`config.mk`:
```
export PLATFORM = sky130hd
export DESIGN_NAME = sigma_bus_arb2
export DESIGN_NICKNAME = d
export VERILOG_FILES = /design/src/rtl/sigma_bus_arb2.sv
export SDC_FILE = /design/constraint.sdc
export NUM_CORES = 1
export LEC_CHECK = 0
export ABC_AREA = 1
export BUFFER_PORTS_ARGS = -buffer_cell sky130_fd_sc_hd__buf_2
export CORE_AREA = 4 4 119 121
export CTS_CLUSTER_SIZE = 12
export DETAILED_ROUTE_END_ITERATION = 8
export DIE_AREA = 0 0 123 125
export PLACE_DENSITY_LB_ADDON = 0.3
export REMOVE_ABC_BUFFERS = 1
export SYNTH_ARGS = -nofsm -noshare
export SYNTH_HDL_FRONTEND = slang
export SYNTH_SLANG_ARGS = --single-unit
```
`constraint.sdc`:
```
create_clock -name clk_i -period 2.4 [get_ports clk_i]
set_input_delay 0.12 -clock clk_i [delete_from_list [all_inputs] [get_ports clk_i]]
set_output_delay 0.12 -clock clk_i [all_outputs]
set_load 0.01 [all_outputs]
```
`src/rtl/sigma_bus_arb2.sv`:
```
// sigma_bus_arb2: two-master/one-slave bus arbiter, round-robin with stall lock and read-owner FIFO.
// Define SIGMA_ARB_M0_PRIO_EN for fixed priority (master 0 wins every tie).
module sigma_bus_arb2 #(
  parameter  int ADDR_W      = 32,
  parameter  int DATA_W      = 32,
  parameter  int OUTST_DEPTH = 4,
  localparam int BE_W        = DATA_W / 8
) (
  input  logic              clk_i,
  input  logic              arst_i,
  input  logic              m0_req,
  input  logic              m0_we,
  input  logic [ADDR_W-1:0] m0_addr,
  input  logic [BE_W-1:0]   m0_be,
  input  logic [DATA_W-1:0] m0_wdata,
  output logic              m0_ack,
  output logic              m0_resp,
  output logic [DATA_W-1:0] m0_rdata,
  input  logic              m1_req,
  input  logic              m1_we,
  input  logic [ADDR_W-1:0] m1_addr,
  input  logic [BE_W-1:0]   m1_be,
  input  logic [DATA_W-1:0] m1_wdata,
  output logic              m1_ack,
  output logic              m1_resp,
  output logic [DATA_W-1:0] m1_rdata,
  output logic              s_req,
  output logic              s_we,
  output logic [ADDR_W-1:0] s_addr,
  output logic [BE_W-1:0]   s_be,
  output logic [DATA_W-1:0] s_wdata,
  input  logic              s_ack,
  input  logic              s_resp,
  input  logic [DATA_W-1:0] s_rdata,
  output logic              err_o
);

  localparam int PW = $clog2(OUTST_DEPTH);
  localparam int CW = PW + 1;

  typedef enum logic [1:0] {IDLE, LOCK0, LOCK1} state_e;

  state_e                 state_q, state_d;
  logic                   last_q, last_d;
  logic                   err_q, err_d;
  logic [OUTST_DEPTH-1:0] tag_q;
  logic [PW-1:0]          wptr_q, rptr_q;
  logic [CW-1:0]          cnt_q;

  logic sel, tie, e0, e1, blk;
  logic fifo_full, fifo_empty, push, pop, head;

  assign fifo_empty = (cnt_q == '0);
  assign fifo_full  = (cnt_q == CW'(OUTST_DEPTH));
  // a full FIFO only blocks reads unless a response frees a slot this cycle
  assign blk        = fifo_full & ~s_resp;
  assign e0         = m0_req & ~(blk & ~m0_we);
  assign e1         = m1_req & ~(blk & ~m1_we);

`ifdef SIGMA_ARB_M0_PRIO_EN
  assign tie = 1'b0;
`else
  assign tie = ~last_q;
`endif

  always_ff @(posedge clk_i or posedge arst_i) begin
    if (arst_i) begin
      state_q <= IDLE;
      last_q  <= 1'b1;
    end else begin
      state_q <= state_d;
      last_q  <= last_d;
    end
  end

  always_comb begin
    state_d = state_q;
    last_d  = last_q;
    if (s_req) begin
      if (s_ack) begin
        state_d = IDLE;
        last_d  = sel;
      end else if (state_q == IDLE) begin
        state_d = sel ? LOCK1 : LOCK0;
      end
    end
  end

  always_comb begin
    sel   = 1'b0;
    s_req = 1'b0;
    unique case (state_q)
      IDLE: begin
        sel   = (e0 & e1) ? tie : e1;
        s_req = e0 | e1;
      end
      LOCK0: begin
        sel   = 1'b0;
        s_req = e0;
      end
      LOCK1: begin
        sel   = 1'b1;
        s_req = e1;
      end
      default: ;
    endcase
    s_we    = sel ? m1_we    : m0_we;
    s_addr  = sel ? m1_addr  : m0_addr;
    s_be    = sel ? m1_be    : m0_be;
    s_wdata = sel ? m1_wdata : m0_wdata;
  end

  assign m0_ack = s_ack & s_req & ~sel;
  assign m1_ack = s_ack & s_req & sel;

  assign push     = s_req & s_ack & ~s_we;
  assign pop      = s_resp & ~fifo_empty;
  assign head     = tag_q[rptr_q];
  assign m0_resp  = pop & ~head;
  assign m1_resp  = pop & head;
  assign m0_rdata = s_rdata;
  assign m1_rdata = s_rdata;
  assign err_d    = err_q | (s_resp & fifo_empty);
  assign err_o    = err_q;

  always_ff @(posedge clk_i or posedge arst_i) begin
    if (arst_i) begin
      tag_q  <= '0;
      wptr_q <= '0;
      rptr_q <= '0;
      cnt_q  <= '0;
      err_q  <= 1'b0;
    end else begin
      err_q <= err_d;
      if (push) begin
        tag_q[wptr_q] <= sel;
        wptr_q        <= wptr_q + PW'(1);
      end
      if (pop) rptr_q <= rptr_q + PW'(1);
      unique case ({push, pop})
        2'b10:   cnt_q <= cnt_q + CW'(1);
        2'b01:   cnt_q <= cnt_q - CW'(1);
        default: ;
      endcase
    end
  end

endmodule

```
==> results of run 1 <==
[worst register-to-register path, cell delays in order (launching register included)]
cell	delay [ns]
dfrtp_1	0.40
nor2_4	0.15
nand3_1	0.10
nand2_2	0.13
inv_2	0.05
nand2_4	0.08
nand2_4	0.06
nand2_1	0.07
nand2_2	0.05
nand2_2	0.08
ha_1	0.14
inv_1	0.07
fa_2	0.34
a21oi_1	0.14
o21ai_1	0.09
xor2_1	0.14
[worst paths after layout]
kind,endpoint,slack [ns],cells after the start
min in group asynchronous,rptr_q[1]$_DFFE_PP0P_,0.47,3
min,err_o$_DFF_PP0_,0.15,2
min reg2reg,err_o$_DFF_PP0_,0.46,1
max reg2reg,cnt_q[2]$_DFFE_PP0P_,0.21,15
max in group asynchronous,last_q$_DFFE_PP1P_,1.55,3
max,s_wdata[27],0.14,13
[cells in the mapped netlist]
| master | number | area (µm²) |
|---|---|---|
| nand2_1 | 226 | 848 |
| buf_4 | 66 | 495 |
| inv_1 | 19 | 71.3 |
| dfrtp_1 | 14 | 350 |
| nor2_1 | 11 | 41.3 |
| nand4_1 | 10 | 62.6 |
| nand3_1 | 8 | 40.0 |
| buf_2 | 7 | 35.0 |
| buf_6 | 7 | 78.8 |
| ha_1 | 5 | 62.6 |
| o21ai_0 | 4 | 20.0 |
| nand2_2 | 3 | 18.8 |
| a21oi_1 | 2 | 10.0 |
| inv_2 | 2 | 7.51 |
| nand2_4 | 2 | 22.5 |
| xor2_1 | 2 | 17.5 |
| a21oi_4 | 1 | 16.3 |
| a31o_2 | 1 | 8.76 |
| a32oi_1 | 1 | 8.76 |
| dfstp_2 | 1 | 26.3 |
| fa_1 | 1 | 20.0 |
| nor2_2 | 1 | 6.26 |
| o21ai_1 | 1 | 5.00 |
| xnor2_1 | 1 | 8.76 |
[layer usage]
| layer | wire [µm] | part of all wire | GRT usage |
|---|---|---|---|
| met1 | 4790 | 0.41 | 0.175 |
| met2 | 4930 | 0.42 | 0.195 |
| met3 | 1780 | 0.15 | 0.0989 |
| met4 | 113 | 0.0097 | 0.0163 |
| met5 | 65 | 0.0056 | 0.0395 |
[per-stage QoR]
step,area (µm²),setup TNS (ns)
2_1_floorplan,1670,-0.242
4_1_cts,3130,0
3_3_place_gp,3040,0
3_5_place_dp,3040,0
5_1_grt,3180,0
6_report,3180,0
[state kept, by name, summed over array words and instances (netlist names)]
register	flops
tag_q	4
rptr_q	2
cnt_q	3
err_o	1
state_q	2
last_q	1
wptr_q	2
[power by group]
group	switching, µW	leakage, µW	internal [µW]	total [µW]
clock	98.1	0.0000409	222	320
sequential	84.0	0.000181	379	463
combinational	1820	0.00182	1080	2900
[logic make-up (layout without fill, tap and decap cells)]
group | count (synthesis) | in the layout | share of synthesized area
simple gates | 261 | 261 | 0.456
flops | 15 | 15 | 0.165
compound gates | 10 | 10 | 0.0302
xor+xnor | 3 | 3 | 0.0115
fa+ha+maj | 6 | 6 | 0.0362
buf+inv | 101 | 251 | 0.302
[cell type report]
cell class	instances	share of cell area
multi-input combinational	280	0.386
inverter	21	0.0248
clock inverter	1	0.00158
tap	176	0.0693
sequential	15	0.119
clock buffer	3	0.0236
timing repair buffer	226	0.377
[repair_timing]
action,4_1_cts,5_1_grt
endpoints found under the hold margin,14,0
hold buffers,1,0
resized for setup,0,3
setup buffers,0,2
setup endpoints to repair,0,70
==> results by group, run 1 <==
Setup path
  • CP Data Required Time: 2.28 ns
  • Buf/Inv on CP: 6
  • Setup crit end kind: output pin
  • Max stage delay on crit path: 0.35 ns
  • WS Path Type: reg -> out
  • Critical Path, Cell by Cell: inv_1, nor2_1, nand3_1, nand2_2, inv_2, nand2_4, nand2_4, buf_12, inv_2, clkbuf_16, nand2_1, nand2_1, buf_2
  • Crit path DAT: 2.14 ns
  • Startpoint class of the critical path: register
  • Max FO, Critical Path: 76
  • Crit path max-delay family: buffers and inverters
  • Reg-to-reg critical path startpoint: cnt_q[1]$_DFFE_PP0P_
  • Crit. Startpoint: cnt_q[2]$_DFFE_PP0P_
  • Worst path slowest cell: dfrtp_1

Timing
  • Worst Skew: 0.00157 ns
  • Final period util: 0.941
  • # setup viols final: 0
  • Fmax: 443 MHz
  • Final min period: 2.26 ns
  • Slew margin rel.: 0.622
  • Final Hold Fails: 0
  • Slew @ Worst Pin: 0.566 ns
  • Pins Over Slew Limit: 0
  • Final hold slack: 0.152 ns
  • RSZ-0062 raised after global routing: false
  • Final worst slack: 0.143 ns

Final layout
  • Fin nets: 729
  • Fraction of final layout cells sized beyond drive strength 1: 0.441
  • Most frequent cells in the layout: 226 x nand2_1, 218 x buf_2, 19 x inv_1, 14 x dfrtp_1, 11 x nor2_1
  • Fillers: 1547
  • Final core utilization: 0.243
  • Most common cell after layout, fill and taps aside: nand2_1
  • Multi-input logic area: 0.00122 mm²
  • Post-Layout Cell Count: 722
  • Sequential Area: 377 µm²
  • Synth-to-layout area growth: 39.2%
  • N_diodes: 0

Drt
  • Drt initial violations: 100
  • Antenna viol nets, final: 0
  • Vias/cell: 3.93
  • DRT Pass-1 Iters: 4
  • Via count: 2836
  • Wire per inst: 16.2 µm
  • Drt total wl: 11700 µm
  • Drt drc: 0

Run status
  • Status: finished clean

Floorplanning
  • Starting Density: 0.174
  • Die area: 0.0154 mm²
  • Boundary pin count: 315
  • Die width: 123 µm
  • Die height: 125 µm
  • Site row count: 42
  • Core Region: 0.0131 mm²

Clocking
  • Clock buffer depth: 2
  • CTS root buf: clkbuf_16
  • H-Tree Depth: 1
  • TritonCTS clock tree: yes
  • CTS buffer count: 3
  • Worst-path clk slew: 0.05 ns
  • Clk sink count: 15
  • Worst skew pair latency: 0.24 ns

Yosys
  • Cell Area, Synth: 0.00228 mm²
  • Distinct cells, synth: 24
  • Syn Area/Cell: 5.76 µm²
  • Seq/Total Area, Yosys: 0.165
  • Synthesized instance count: 396
  • Synth Register Bits: 15
  • Yosys warning count: 0

Placement
  • IO Port Bufs: 218
  • Placed Instances: 714
  • Routability cong.: 0.834
  • Dpl ws: 0.0792 ns
  • DP HPWL: 9730 µm

Global route
  • GRT Total Usage: 0.139
  • Pin count of the biggest net entering global routing: 77
  • Vias in the first global route: 2701
  • Antenna violations before repair: 0
  • GRT overflow: 0
  • First-pass GRT wire length: 16300 µm

Pwr
  • Pleak: 0.00204 µW
  • Pwr Total: 3680 µW
  • Maximum vdd drop: 0.370 mV
  • Power Density: 1160 mW/mm²

Job
  • Total of max-cap violations: 0

Worst hold path
  • Class of the worst hold path: in -> reg
  • Hold_sp: s_resp
Power figures use the tool's default switching activity.
==> inputs of run 2 (changes only) <==
==> constraint.sdc (replaced) <==
create_clock -name clk_i -period 2.4 [get_ports clk_i]
set_input_delay 0.12 -clock clk_i [delete_from_list [all_inputs] [get_ports clk_i]]
set_output_delay 0.12 -clock clk_i [all_outputs]
set_load 0.1 [all_outputs]
==> run 2 against run 1 <==
Effect of this change:
- worst hold slack better by 0.0071 ns
- critical path type unchanged
- utilization up 9.1 points
- largest cell class is now non-clock buffers
- flip-flop and latch count stayed put
==> results by group, run 2 (same netlist as run 1, synthesis figures left out) <==
Placement
  • IO Port Bufs: 218 (unchanged)
  • Placed Instances: 715 (+0.14%)
  • DP HPWL: 10300 µm (+6.3%)
  • Placed Area: 0.00411 mm² (+35%)
  • Routability cong.: 0.828 (-0.70%)

Global route
  • Antenna violations before repair: 1 (+1)
  • First-pass GRT wire length: 18000 µm (+11%)
  • GRT Total Usage: 0.157 (+0.0181)
  • Pin count of the biggest net entering global routing: 39 (-49%)
  • Most Crowded Layer GR: met2
  • Met1 usage: 0.188 (+0.0133)
  • GRT overflow: 0 (unchanged)
  • Met3 Use GR: 0.0985 (-0.000452)
  • GRT met2 Usage: 0.239 (+0.0441)
  • Vias in the first global route: 2890 (+7.0%)

Setup path
  • WS Path Type: reg -> out
  • Max FO, Critical Path: 19 (-75%)
  • Setup crit end kind: output pin
  • Flop2flop setup slack: 0.20 ns (about the same)
  • Crit path DAT: 2.17 ns (+0.03 ns)
  • CP Data Required Time: 2.28 ns (about the same)
  • Startpoint class of the critical path: register

Final layout
  • Sequential Area: 377 µm² (unchanged)
  • Max reg flops: 4 (unchanged)
  • Regs by FF count: tag_q x4, cnt_q x3
  • Post-Layout Cell Count: 728 (+0.83%)
  • Fin nets: 734 (+0.69%)
  • Most frequent cells in the layout: 225 x nand2_1, 147 x buf_2, 72 x buf_12, 19 x inv_1, 14 x dfrtp_1
  • Multi-input logic area: 0.00124 mm² (+1.0%)
  • Most common cell after layout, fill and taps aside: nand2_1
  • Synth-to-layout area growth: 91.3%
  • Fin area: 0.00437 mm² (+37%)
  • Fillers: 1432 (-7.4%)
  • Fraction of final layout cells sized beyond drive strength 1: 0.454 (+0.0123)
  • Register bank with the most flops: tag_q

Drt
  • Drt total wl: 12800 µm (+9.4%)
  • Vias/cell: 3.92 (-0.30%)
  • Via count: 2851 (+0.53%)
  • DRT Pass-1 Iters: 4 (unchanged)
  • Antenna viol nets, final: 0 (unchanged)
  • Drt drc: 0 (unchanged)
  • Wire per inst: 17.5 µm (+8.5%)
  • Drt initial violations: 96 (-4.0%)

Timing
  • Setup TNS: 0 ns (unchanged)
  • Final period util: 0.953 (+0.0122)
  • # setup viols final: 0 (unchanged)
  • Worst Skew: 0.00310 ns (+0.00153 ns)
  • Slew margin rel.: 0.611 (-0.0114)
  • Pins Over Slew Limit: 0 (unchanged)
  • Final Hold Fails: 0 (unchanged)
  • Final min period: 2.29 ns (+0.0292 ns)
  • Fmax: 437 MHz (-1.3%)
  • Final hold slack: 0.159 ns (+0.00710 ns)
  • Slew @ Worst Pin: 0.584 ns (+0.0172 ns)

Clocking
  • Worst skew pair latency: 0.25 ns (about the same)
  • H-Tree Depth: 1 (unchanged)
  • Worst-path clk slew: 0.05 ns (about the same)
  • TritonCTS clock tree: yes
  • Clk sink count: 15 (unchanged)
  • Clock buffer depth: 2 (unchanged)
  • CTS root buf: clkbuf_16
  • CTS buffer count: 3 (unchanged)

Run status
  • Status: finished clean

Floorplanning
  • Die height: 125 µm (unchanged)
  • Boundary pin count: 315 (unchanged)
  • Core Region: 0.0131 mm² (unchanged)
  • Die width: 123 µm (unchanged)
  • Site row count: 42 (unchanged)
  • Die area: 0.0154 mm² (unchanged)
  • Starting Density: 0.174 (unchanged)

Worst hold path
  • Class of the worst hold path: in -> reg

Job
  • Total of max-cap violations: 0 (unchanged)
run 2: critical path, cell delays in order, from the launching register on:
cell,delay [ns]
dfrtp_1,0.41
nor2_4,0.16
nand3_1,0.11
nand3_1,0.12
nand2_4,0.07
nand2_4,0.12
buf_16,0.18
inv_6,0.06
bufbuf_16,0.29
nor2_2,0.18
buf_12,0.20
run 2: per-stage QoR:
| step | util | setup WS, ns |
|---|---|---|
| 6_report | 0.334 | 0.114 |
| 5_1_grt | 0.334 | -0.00202 |
| 3_5_place_dp | 0.314 | 0.0509 |
| 4_1_cts | 0.328 | 0.00735 |
| 2_1_floorplan | - | -0.811 |
| 3_3_place_gp | 0.314 | 0.120 |
run 2: worst paths after layout:
path / start / to / depth (start not counted)
hold reg to reg: err_o$_DFF_PP0_ / err_o$_DFF_PP0_ / 1
setup / recovery: cnt_q[1]$_DFFE_PP0P_ / m1_ack / 10
hold / removal: s_resp / err_o$_DFF_PP0_ / 2
setup reg to reg: cnt_q[1]$_DFFE_PP0P_ / cnt_q[2]$_DFFE_PP0P_ / 15
min in group asynchronous: arst_i / cnt_q[1]$_DFFE_PP0P_ / 3
max in group asynchronous: arst_i / state_q[0]$_DFFE_PP0P_ / 3
run 2: per-layer routing:
metal / wire length, µm / share of wire
met3: 1770 / 0.14
met2: 5830 / 0.46
met5: 65 / 0.0051
met1: 5030 / 0.39
met4: 70 / 0.0055
run 2: area by class of cell:
class,count,area share
antenna,1,0.000573
clock buffer,3,0.0172
clock inverter,1,0.00115
inverter,21,0.0192
multi-input combinational,280,0.283
sequential,15,0.0863
tap,176,0.0504
timing repair buffer,231,0.542
run 2: what timing repair did:
item                       4_1_cts  5_1_grt
gates resized for setup          5        7
buffers inserted                 0        4
hold endpoints to repair        14        0
gates cloned                     2        1
pin swaps                        0        2
setup endpoints to repair       36       69
hold buffers                     1        0
Power of run 2 is not shown: default switching activity piles up to over one toggle a cycle in this logic, so the estimate is an artifact.
